### src/rtl/ras_pkg.sv
// Shared types and default constants for the return-address-stack spill memory.
package ras_pkg;

   typedef enum logic [1:0] {
      IDLE,
      WRITE,
      READ_WAIT,
      DONE
   } ras_mem_state_t;

   localparam logic [31:0] RAS_MEM_BASE  = 32'h0000_8000;
   localparam int          RAS_MEM_DEPTH = 64;
   // Wide enough for a latency down-counter covering RD_LAT up to 4.
   localparam int          RAS_MEM_CNT_W = 3;

endpackage

### src/rtl/ras_spill_ram.sv
// Single-port synchronous RAM with RD_LAT registered read stages; contents are never reset.
module ras_spill_ram #(
   parameter int W      = 32,
   parameter int DEPTH  = 64,
   parameter int RD_LAT = 2,
   parameter int AW     = $clog2(DEPTH)
) (
   input  logic          clk,
   input  logic          we_i,
   input  logic [AW-1:0] addr_i,
   input  logic [W-1:0]  din_i,
   output logic [W-1:0]  dout_o
);

   logic [W-1:0] mem_q  [DEPTH];
   logic [W-1:0] pipe_q [RD_LAT];

   always_ff @(posedge clk) begin
      if (we_i) begin
         mem_q[addr_i] <= din_i;
      end
      pipe_q[0] <= mem_q[addr_i];
      for (int i = 1; i < RD_LAT; i++) begin
         pipe_q[i] <= pipe_q[i-1];
      end
   end

   assign dout_o = pipe_q[RD_LAT-1];

endmodule

### src/rtl/ras_spill_mem.sv
// Spill memory for the encrypted return-address stack: one request at a time,
// window/alignment and protocol fault flags, and a write high-water mark.
module ras_spill_mem
   import ras_pkg::*;
#(
   parameter int           W      = 32,
   parameter int           DEPTH  = RAS_MEM_DEPTH,
   parameter logic [W-1:0] BASE   = W'(RAS_MEM_BASE),
   parameter int           RD_LAT = 2
) (
   input  logic                     clk,
   input  logic                     Rst,
   input  logic                     RAS_mem_rd,
   input  logic                     RAS_mem_wr,
   input  logic [W-1:0]             RAS_mem_addr,
   input  logic [W-1:0]             RAS_mem_din,
   output logic [W-1:0]             RAS_mem_dout,
   output logic                     RAS_mem_rdy,
   output logic                     mem_fault,
   output logic                     mem_proto_err,
   input  logic                     fault_clr,
   output logic [$clog2(DEPTH):0]   hwm
);

   localparam int AW = $clog2(DEPTH);
   localparam int HW = AW + 1;
   localparam int CW = RAS_MEM_CNT_W;

   ras_mem_state_t state_q, state_d;
   logic           rdy_q, rdy_d;
   logic [CW-1:0]  cnt_q, cnt_d;
   logic [AW-1:0]  addr_q, addr_d;
   logic [W-1:0]   din_q, din_d;
   logic           bad_q, bad_d;
   logic [W-1:0]   dout_q, dout_d;
   logic           fault_q, fault_d;
   logic           proto_q, proto_d;
   logic [HW-1:0]  hwm_q, hwm_d;

   logic [W-1:0]   off_w;
   logic [W-1:0]   idx_w;
   logic           bad_w;
   logic           accept_w;
   logic           proto_w;
   logic           fault_set_w;
   logic [HW-1:0]  hwm_next_w;
   logic           ram_we_w;
   logic [W-1:0]   ram_dout_w;

   // Unsigned wrap of addr-BASE lets the index bound also catch most low addresses.
   assign off_w      = RAS_mem_addr - BASE;
   assign idx_w      = off_w >> 2;
   assign bad_w      = (RAS_mem_addr < BASE) || (idx_w >= W'(DEPTH)) ||
                       (RAS_mem_addr[1:0] != 2'b00);
   assign accept_w   = rdy_q && (RAS_mem_rd ^ RAS_mem_wr);
   assign proto_w    = rdy_q && RAS_mem_rd && RAS_mem_wr;
   assign hwm_next_w = {1'b0, addr_q} + HW'(1);
   assign ram_we_w   = (state_q == WRITE) && !bad_q;

   always_comb begin
      state_d     = state_q;
      cnt_d       = cnt_q;
      addr_d      = addr_q;
      din_d       = din_q;
      bad_d       = bad_q;
      dout_d      = dout_q;
      hwm_d       = hwm_q;
      fault_set_w = 1'b0;
      case (state_q)
         IDLE: begin
            if (accept_w) begin
               addr_d      = idx_w[AW-1:0];
               din_d       = RAS_mem_din;
               bad_d       = bad_w;
               fault_set_w = bad_w;
               if (RAS_mem_wr) begin
                  state_d = WRITE;
               end else begin
                  state_d = READ_WAIT;
                  cnt_d   = CW'(RD_LAT - 1);
               end
            end
         end
         WRITE: begin
            state_d = IDLE;
            if (!bad_q && (hwm_next_w > hwm_q)) begin
               hwm_d = hwm_next_w;
            end
         end
         READ_WAIT: begin
            if (cnt_q == '0) begin
               state_d = DONE;
            end else begin
               cnt_d = cnt_q - CW'(1);
            end
         end
         DONE: begin
            dout_d  = bad_q ? '0 : ram_dout_w;
            state_d = IDLE;
         end
         default: state_d = IDLE;
      endcase
      rdy_d   = (state_d == IDLE);
      // A fault landing in the same cycle as fault_clr stays visible.
      fault_d = fault_set_w | (fault_q & ~fault_clr);
      proto_d = proto_w | (proto_q & ~fault_clr);
   end

   always_ff @(posedge clk or posedge Rst) begin
      if (Rst) begin
         state_q <= IDLE;
         rdy_q   <= 1'b0;
         cnt_q   <= '0;
         addr_q  <= '0;
         din_q   <= '0;
         bad_q   <= 1'b0;
         dout_q  <= '0;
         fault_q <= 1'b0;
         proto_q <= 1'b0;
         hwm_q   <= '0;
      end else begin
         state_q <= state_d;
         rdy_q   <= rdy_d;
         cnt_q   <= cnt_d;
         addr_q  <= addr_d;
         din_q   <= din_d;
         bad_q   <= bad_d;
         dout_q  <= dout_d;
         fault_q <= fault_d;
         proto_q <= proto_d;
         hwm_q   <= hwm_d;
      end
   end

   ras_spill_ram #(
      .W      (W),
      .DEPTH  (DEPTH),
      .RD_LAT (RD_LAT),
      .AW     (AW)
   ) u_ram (
      .clk    (clk),
      .we_i   (ram_we_w),
      .addr_i (addr_q),
      .din_i  (din_q),
      .dout_o (ram_dout_w)
   );

   assign RAS_mem_dout  = dout_q;
   assign RAS_mem_rdy   = rdy_q;
   assign mem_fault     = fault_q;
   assign mem_proto_err = proto_q;
   assign hwm           = hwm_q;

endmodule

### config.mk
export PLATFORM = sky130hd
export DESIGN_NAME = ras_spill_mem
export DESIGN_NICKNAME = d
export VERILOG_FILES = /design/src/rtl/ras_pkg.sv /design/src/rtl/ras_spill_ram.sv /design/src/rtl/ras_spill_mem.sv
export SDC_FILE = /design/constraint.sdc
export NUM_CORES = 2
export LEC_CHECK = 0
export CAP_MARGIN = 20
export CORE_UTILIZATION = 45
export DETAILED_ROUTE_END_ITERATION = 12
export GPL_TIMING_DRIVEN = 1
export SYNTH_ARGS = -nofsm -noshare
export SYNTH_HDL_FRONTEND = slang
export SYNTH_SLANG_ARGS = --single-unit
### constraint.sdc
create_clock -name clk -period 4.51 [get_ports clk]
set_input_delay 0.6765 -clock clk [delete_from_list [all_inputs] [get_ports clk]]
set_output_delay 0.6765 -clock clk [all_outputs]
set_load 0.1 [all_outputs]
==> reports/qor.yml <==
use_met2_pct: 44.3
core_area_sq_um: 184000
grt-busiest-layer: "met2"
post-cts-setup-buffers: 0
outcome: "complete, no violations"
start_kind: "flop"
crit_family: "compound AO/OA/AOI/OAI gates"
cp_data_arrival_time_ns: 4.62
initial_core_util_pct: 45.5
hold_class: "in2async"
critPathMaxStageDelay_ns: 0.86
clock_path_buffers: 3
cpMostUsedCell: "buf_12"
p_comb_share_pct: 34.1
relSlewSlack_pct: 23.2
r2r-start: "addr_q[2]"
syn_area_sq_um: 83700
die_w_um: 433
p_switching_mw: 25.4
worst_clock_skew_ns: 0.0318
sw_frac_of_total_pct: 37.0
ir_worst_vdd_uv: 623
viasPerCell: 6.47
cap_viol_max_count: 0
synthFlopType: "edfxtp_1"
synth-edff-count: 2048
reg2reg_to: "u_ram.pipe_q[0][12]"
synth_seq_area_share_pct: 77.6
io_buffers: 110
period_share_pct: 85.9
cts.sinks: 2198
area_delta_synth_final_pct: 15.7
power.internal_mw: 43.1
synth_warnings: 0
nNetsFinal: 4909
remaining_drc_errors: 0
report.power.total_mw: 68.5
cp_data_required_time_ns: 5.26
synth_most_common_cell: "edfxtp_1"
fillCellCount: 14526
syn_inst: 4512
async_reset_ff_share_pct: 3.91
crit_chain: "buf_12 -> buf_12 -> mux2i_1 -> o22ai_1 -> a31o_2 -> o21ai_0 -> o2111ai_1 -> a211o_1"
antenna_found_initial: 19
setup_violations: 0
synth_common_cells: "edfxtp_1, mux2i_1, nor2_1, a221oi_1, o21ai_0"
cts_resized: 0
place_area_sq_um: 89900
drt_iter0_drc: 7961
drv_slew: 0
ios: 111
synth_nets: 4592
grt_pass1_wl_mm: 377
h-tree-depth: 4
reg2regPathDepth: 8
grt_max_degree: 132
hpwl_mm: 162
drt-pass1-iter-count: 6
worst-r2r-setup-slack_ns: 0.63
min_period_ns: 3.88
cts_made_buffers: 209
cts_tree: "built"
grtUsageTotal_pct: 29.3
num_vias: 48441
crit_fanout: 76
synth.area.top_cells: "edfxtp_1, mux4_2, mux2i_1"
power.static_leakage_nw: 31.5
final_area_sq_um: 96900
die_h_um: 433
drive_gt1_share_pct: 21.1
yosysTopAreaCellShare_pct: 73.5
place_congestion: 0.874
clkPwrFrac_pct: 26.0
met3_usage_pct: 6.05
synth-seq-cells: 2198
worst-path-buf-inv: 2
die-area_sq_um: 188000
clk_pin_slew_ns: 0.07
crit_path_top_delay_cell: "o21ai_0"
timing_hold_violations_final: 0
gr-total-overflow: 0
worst_pin_slew_ns: 1.15
p_seq_share_pct: 39.9
cts_root_buffer: "clkbuf_16"
synth_cell_types: 72
syn-mean-instance-area_sq_um: 18.6
cts_hold_buffers: 0
fp-row-count: 157
end_kind: "flop"
grt_pass1_vias: 45825
power.density_nw_per_um2: 707
grtUsageMet1_pct: 40.5
clkLatencyLatePin_ns: 0.87
routed_wl_mm: 277
wl_per_cell_um: 37.0
max_clock_freq_ghz: 0.258
worstSetupPathType: "reg2reg"
fin_setup_tns_ns: 0
grt_setup_unrepaired: "false"
yosysTopAreaCell: "edfxtp_1"
ant_nets: 0
cell families after synthesis:
| logic type | count (synthesis) | share of synthesized area (%) |
|---|---|---|
| adder cells (fa/ha/maj) | 11 | 0.164 |
| multiplexers | 615 | 9.92 |
| AO/OA/AOI/OAI | 910 | 7.64 |
| buffers and inverters | 313 | 2.06 |
| AND/OR/NAND/NOR | 458 | 2.57 |
| flip-flops | 2198 | 77.6 |
| XOR/XNOR | 7 | 0.0732 |
final cells by class:
class                      count  area [sq um]  area share [%]
timing repair buffer         401          4110            4.25
tap                         2464          3080            3.18
sequential                  2198         65000            67.1
clock buffer                 284          5890            6.08
inverter                      18          77.6          0.0801
multi-input combinational   2001         17700            18.2
antenna                       12          30.0          0.0310
clock inverter               105          1050            1.08
per-stage QoR:
| stage | worst slack, ns | hold slack (ns) | std cells | utilization (%) |
|---|---|---|---|---|
| finish | 0.635 | 0.185 | 7483 | 52.7 |
| global route | 0.671 | 0.205 | 7475 | 52.7 |
| detailed placement | 0.700 | 0.335 | 7080 | 48.9 |
| floorplan | 0.941 | 0.310 | 4512 | - |
| global placement | 0.714 | 0.323 | 7076 | 48.8 |
| CTS | 0.683 | 0.176 | 7469 | 52.7 |
sequential cells by signal (all words and copies together), names as in the netlist:
signal         count
cnt_q              3
hwm                7
addr_q             6
RAS_mem_dout      32
din_q             32
state_q            2
mem_fault          1
bad_q              1
mem_proto_err      1
u_ram.pipe_q      64
RAS_mem_rdy        1
u_ram.mem_q     2048
power by group through the flow:
stage / clock [mW] / sequential (mW) / combinational (mW)
4_1_cts: 17.9 / 27.4 / 22.8
5_1_grt: 18.7 / 27.3 / 23.8
3_3_place_gp: 0 / 28.0 / 22.3
3_5_place_dp: 0 / 27.9 / 22.7
2_1_floorplan: 0 / 29.1 / 10.9
6_report: 17.8 / 27.3 / 23.3
layout by cell type (no fill, tap or decap), drive strengths merged, types with 146 or more instances in the layout:
| master | n |
|---|---|
| o21ai | 169 |
| nor2 | 182 |
| buf | 291 |
| mux2 | 158 |
| mux4 | 156 |
| edfxtp | 2048 |
| a221oi | 181 |
| mux2i | 301 |
| a22oi | 146 |
| clkbuf | 284 |
worst max path at each step:
stage | startpoint | to | slack, ns | cells after the start
6_report | addr_q[2] | u_ram.pipe_q[0][12] | 0.63 | 8
5_1_grt | addr_q[2] | u_ram.pipe_q[0][12] | 0.67 | 8
4_1_cts | addr_q[2] | u_ram.pipe_q[0][12] | 0.68 | 8
3_5_place_dp | addr_q[2] | u_ram.pipe_q[0][12] | 0.70 | 8
3_3_place_gp | addr_q[2] | u_ram.pipe_q[0][12] | 0.71 | 8
2_1_floorplan | addr_q[0] | u_ram.mem_q[0][0] | 0.94 | 6
metal layers:
metal  routed length (um)  vias to the layer above
li1                     -                    19180
met1               107000                    25395
met2               125000                     3261
met3                29400                      591
met4                15300                       14
met5                   98                        -
Power figures use the tool's default switching activity.
